==> config.mk <==
export PLATFORM = sky130hd
export DESIGN_NAME = viol_reset_seq
export DESIGN_NICKNAME = d
export VERILOG_FILES = /design/src/rtl/viol_reset_seq_pkg.sv /design/src/rtl/viol_reset_seq_hold_timer.sv /design/src/rtl/viol_reset_seq.sv
export SDC_FILE = /design/constraint.sdc
export NUM_CORES = 1
export LEC_CHECK = 0
export ABC_AREA = 1
export CAP_MARGIN = 20
export CORE_MARGIN = 2
export CORE_UTILIZATION = 30
export DETAILED_ROUTE_END_ITERATION = 6
export DONT_BUFFER_PORTS = 1
export PLACE_DENSITY_LB_ADDON = 0.12
export SLEW_MARGIN = 20
export SYNTH_ARGS = -nofsm -noshare
export SYNTH_HDL_FRONTEND = slang
export SYNTH_HIERARCHICAL = 1
export SYNTH_SLANG_ARGS = --single-unit
==> constraint.sdc <==
create_clock -name clk -period 2 [get_ports clk]
set_input_delay 0.3 -clock clk [delete_from_list [all_inputs] [get_ports clk]]
set_output_delay 0.3 -clock clk [all_outputs]
set_load 0.1 [all_outputs]
==> src/rtl/viol_reset_seq_pkg.sv <==
// rtl/viol_reset_seq_pkg.sv - shared types and constants for the violation reset sequencer
package viol_reset_seq_pkg;

   typedef enum logic [1:0] {
      ST_ASSERT  = 2'd0,
      ST_RELEASE = 2'd1,
      ST_RUN     = 2'd2
   } state_t;

   localparam logic [15:0] RESET_HANDLER_DEF = 16'h0000;
   localparam int          COUNT_W           = 8;
   localparam logic [COUNT_W-1:0] COUNT_MAX  = '1;

endpackage

==> src/rtl/viol_reset_seq_hold_timer.sv <==
// rtl/viol_reset_seq_hold_timer.sv - clearable saturating up-counter with last-cycle flag
module viol_reset_seq_hold_timer #(
   parameter int LIMIT = 16
) (
   input  logic clk,
   input  logic rst,
   input  logic i_clr,
   input  logic i_en,
   output logic o_tc
);

   localparam int W = $clog2(LIMIT + 1);
   localparam logic [W-1:0] LAST = W'(LIMIT - 1);
   localparam logic [W-1:0] TOP  = W'(LIMIT);

   logic [W-1:0] r_count;

   always_ff @(posedge clk or posedge rst) begin
      if (rst) begin
         r_count <= '0;
      end else if (i_clr) begin
         r_count <= '0;
      end else if (i_en && (r_count != TOP)) begin
         r_count <= r_count + 1'b1;
      end
   end

   // High during the LIMIT-th cycle since clear, so the state leaves on that edge.
   assign o_tc = (r_count == LAST);

endmodule

==> src/rtl/viol_reset_seq.sv <==
// rtl/viol_reset_seq.sv - collects monitor reset requests and sequences the CPU system reset
module viol_reset_seq
   import viol_reset_seq_pkg::*;
#(
   parameter int          NUM_SRC       = 4,
   parameter int          HOLD_CYCLES   = 16,
   parameter int          REL_TIMEOUT   = 255,
   parameter logic [15:0] RESET_HANDLER = RESET_HANDLER_DEF
) (
   input  logic               clk,
   input  logic               rst,
   input  logic [NUM_SRC-1:0] viol,
   input  logic [15:0]        pc,
   output logic               sys_reset,
   output logic [NUM_SRC-1:0] cause,
   output logic               cause_valid,
   output logic [COUNT_W-1:0] reset_count
);

   state_t r_state;
   state_t w_next;

   logic               r_sys_reset;
   logic               w_sys_reset_nxt;
   logic [NUM_SRC-1:0] r_cause;
   logic               r_cause_valid;
   logic [COUNT_W-1:0] r_reset_count;

   logic w_hold_tc;
   logic w_rel_tc;
   logic w_in_assert;
   logic w_in_release;
   logic w_any_viol;
   logic w_rel_ok;

   assign w_in_assert  = (r_state == ST_ASSERT);
   assign w_in_release = (r_state == ST_RELEASE);
   assign w_any_viol   = |viol;
   assign w_rel_ok     = (pc == RESET_HANDLER) && (viol == '0);

   // Timers sit cleared outside their state, so every entry starts from zero.
   viol_reset_seq_hold_timer #(.LIMIT(HOLD_CYCLES)) u_hold (
      .clk   (clk),
      .rst   (rst),
      .i_clr (!w_in_assert),
      .i_en  (w_in_assert),
      .o_tc  (w_hold_tc)
   );

   viol_reset_seq_hold_timer #(.LIMIT(REL_TIMEOUT)) u_rel (
      .clk   (clk),
      .rst   (rst),
      .i_clr (!w_in_release),
      .i_en  (w_in_release),
      .o_tc  (w_rel_tc)
   );

   always_ff @(posedge clk or posedge rst) begin
      if (rst) begin
         r_state <= ST_ASSERT;
      end else begin
         r_state <= w_next;
      end
   end

   always_comb begin
      w_next = r_state;
      case (r_state)
         ST_ASSERT: begin
            if (w_hold_tc) w_next = ST_RELEASE;
         end
         ST_RELEASE: begin
            if (w_rel_ok)      w_next = ST_RUN;
            else if (w_rel_tc) w_next = ST_ASSERT;
         end
         ST_RUN: begin
            if (w_any_viol) w_next = ST_ASSERT;
         end
         default: w_next = ST_ASSERT;
      endcase
   end

   always_comb begin
      w_sys_reset_nxt = (w_next == ST_ASSERT);
   end

   always_ff @(posedge clk or posedge rst) begin
      if (rst) begin
         r_sys_reset   <= 1'b1;
         r_cause       <= '0;
         r_cause_valid <= 1'b0;
         r_reset_count <= '0;
      end else begin
         r_sys_reset <= w_sys_reset_nxt;
         if ((r_state == ST_RUN) && w_any_viol) begin
            r_cause       <= viol;
            r_cause_valid <= 1'b1;
            if (r_reset_count != COUNT_MAX) r_reset_count <= r_reset_count + 1'b1;
         end
      end
   end

   assign sys_reset   = r_sys_reset;
   assign cause       = r_cause;
   assign cause_valid = r_cause_valid;
   assign reset_count = r_reset_count;

endmodule

==> flow_metrics.py <==
metrics = {
    "synth": {
        "synth_area_leaders": "dfrtp_1, nand2_1, nor2_1",
        "synth_cell_type_count": 27,
        "synth.largest_area_cell": "dfrtp_1",
        "syn_avg_cell_area_um2": 7.55,
        "synth_seq_cells": 29,
        "seq_area_frac_synth_pct": 41.7,
        "synth_ff_type": "dfrtp_1",
        "syn_area_um2": 1740,
        "synth_top_area_share_pct": 40.2,
        "synth_fp_nets": 259,
        "synth_async_sr_flop_share_pct": 100,
        "netlist_instances": 231,
        "synth-edff-count": 0,
        "yosys_warnings": 6,
    },
    "clock_network": {
        "cts_hold_buf": 1,
        "clkSlewWorstSetupHoldPaths_ps": 70,
        "ctsLongestPathBuffers": 2,
        "cts.sinks": 29,
        "insertion_delay_ps": 280,
        "cts_tree": "done",
        "htreeDepth": 2,
        "cts-root-buf": "clkbuf_8",
        "ctsResizeCount": 0,
        "cts_inserted_buffers": 5,
        "cts_setup_buffers": 0,
    },
    "timing": {
        "fmax_ghz": 0.658,
        "rsz0062_at_grt": "false",
        "slew_headroom_pct": 39.7,
        "period_share_pct": 76.0,
        "whs_ps": -2.67,
        "finalSetupViolCount": 0,
        "finalSetupTns_ps": 0,
        "setup_ws_ps": 480,
        "finalHoldViolCount": 5,
        "tightest_slew_ps": 905,
        "min_period_ps": 1520,
        "clock_skew_ps": 11.7,
        "slew_viol_final": 0,
    },
    "floorplanning": {
        "fp.coreArea_um2": 5570,
        "std_cell_rows": 27,
        "die_h_um": 80.3,
        "initial_utilization_pct": 31.3,
        "die-area_um2": 6440,
        "ios": 36,
        "fp.dieW_um": 80.3,
    },
    "drt": {
        "postRouteAntennaNets": 0,
        "drt_iter0_drc": 63,
        "drt_pass1_iterations": 4,
        "route.vias.total": 1413,
        "totalWireLength_mm": 3.50,
        "viasPerCell": 4.35,
        "wl_per_cell_um": 10.8,
        "drcViolationCount": 0,
    },
    "setup_path": {
        "cp_max_fo": 2,
        "timing.rr.start": "r_state[1]$_DFF_PP0_",
        "worstReg2RegEnd": "u_rel/r_count[7]$_DFFE_PP0P_",
        "timing_worst_setup_path_type": "flip-flop to output port",
        "cp-startpoint": "cause_valid$_DFFE_PP0P_",
        "critPathLaunchType": "flip-flop",
        "reg2regPathDepth": 7,
        "critPathArrivalTime_ps": 1220,
        "cp.required_ps": 1700,
        "end_kind": "output port",
        "reg2reg_slack_ps": 600,
    },
    "placed_design": {
        "place.gp.congestion": 0.776,
        "place_inst": 316,
        "pre_cts_ws_ps": 591,
        "dp_hpwl_mm": 2.72,
        "port_buffers": 0,
    },
    "layout": {
        "antennaDiodeCount": 0,
        "multi_input_area_um2": 892,
        "layout.cells.non_filler": 325,
        "seq_area_um2": 727,
        "drive_above_1_share_pct": 19.0,
        "num-fill-cells": 609,
        "synthToLayoutAreaGrowth_pct": 16.3,
        "fin_nets": 280,
    },
    "flow_run": {
        "max-cap-violations": 0,
    },
    "status": {
        "violations": "negative hold slack",
        "status": "complete, but fails checks",
    },
    "grt": {
        "grtUsageTotal_pct": 12.0,
        "antenna_found_initial": 0,
        "grt-ovfl-total": 0,
        "grt_max_degree": 17,
        "grt_pass1_wl_mm": 5.98,
        "grt_pass1_vias": 1314,
    },
    "power": {
        "power_leakage_nw": 1.02,
        "ir_drop_mv": 0.218,
        "p_per_area_nw_per_um2": 701,
    },
    "worst_hold_path": {
        "hp-class": "primary input to asynchronous set/reset pin",
    },
}
-- area by class of cell --
cell class,instances,area share [%]
well taps,72,4.44
repair buffers,14,5.31
clock inverters,3,0.864
flip-flops and latches,29,35.8
inverters,31,6.17
multi-input cells,171,44.0
clock buffers,5,3.39
-- worst max-delay path by stage --
stage                     slack [ps]  cells past startpoint                           end
after detailed placement         590                      6  u_rel/r_count[2]$_DFFE_PP0P_
after CTS                        460                      0                   cause_valid
after floorplan                  150                      6    reset_count[3]$_DFFE_PP0P_
final                            480                      0                   cause_valid
after global placement           590                      6  u_rel/r_count[4]$_DFFE_PP0P_
after global routing             410                      7  u_rel/r_count[7]$_DFFE_PP0P_
-- routing by layer --
layer | up-vias | global-route usage (%) | part of all wire (%)
li1 | 759 | - | -
met3 | 4 | 3.37 | 4.6
met1 | 615 | 15.4 | 52
met5 | - | 0 | 0
met2 | 35 | 19.1 | 43
met4 | 0 | 4.58 | 0.80
-- layout by cell type, fill, tap and decap left out, drive strengths merged --
cell	count
a21oi	1
ha	6
clkinv	4
dfrtp	28
xor2	5
or2	1
nor2	38
nor3b	1
nand2	82
buf	13
inv	29
nand4	7
o21ai	11
dfstp	1
dlygate4sd3	1
xnor2	2
clkinvlp	1
nand3	15
nand3b	2
clkbuf	5
-- through the flow --
stage / area, um2 / util, % / power [W]
floorplan: 1740 / - / 0.000911
global placement: 1930 / 34.7 / 0.000971
detailed placement: 1930 / 34.7 / 0.000968
CTS: 2030 / 36.4 / 0.00145
global route: 2030 / 36.4 / 0.00153
finish: 2030 / 36.4 / 0.00142
-- sequential cells by signal (all words and copies together) (netlist names) --
register / cells
u_rel/r_count: 8
sys_reset: 1
cause_valid: 1
r_state: 2
u_hold/r_count: 5
cause: 4
reset_count: 8
-- power breakdown --
part | switching [W] | total (W) | internal [W]
Combinational | 0.000156 | 0.000236 | 0.0000801
Clock | 0.000225 | 0.000465 | 0.000239
Sequential | 0.0000764 | 0.000721 | 0.000645
Total | 0.000457 | 0.00142 | 0.000964
-- logic make-up after synthesis --
| group | synth area share (%) |
|---|---|
| adder cells (fa/ha/maj) | 4.30 |
| buffers and inverters | 7.17 |
| flip-flops | 41.7 |
| AO/OA/AOI/OAI | 3.66 |
| XOR/XNOR | 3.52 |
| AND/OR/NAND/NOR | 39.7 |
-- synth_stat cells (2+ instances only) --
| master | instances |
|---|---|
| inv_2 | 5 |
| ha_1 | 6 |
| nor2_4 | 3 |
| o21ai_1 | 10 |
| inv_1 | 23 |
| nor2_2 | 3 |
| nor2_1 | 32 |
| nand3_1 | 14 |
| nand2_2 | 6 |
| nand2_4 | 2 |
| dfrtp_1 | 28 |
| nand2_1 | 73 |
| xnor2_1 | 2 |
| nand4_1 | 7 |
| xor2_1 | 5 |
Power figures use the tool's default switching activity.
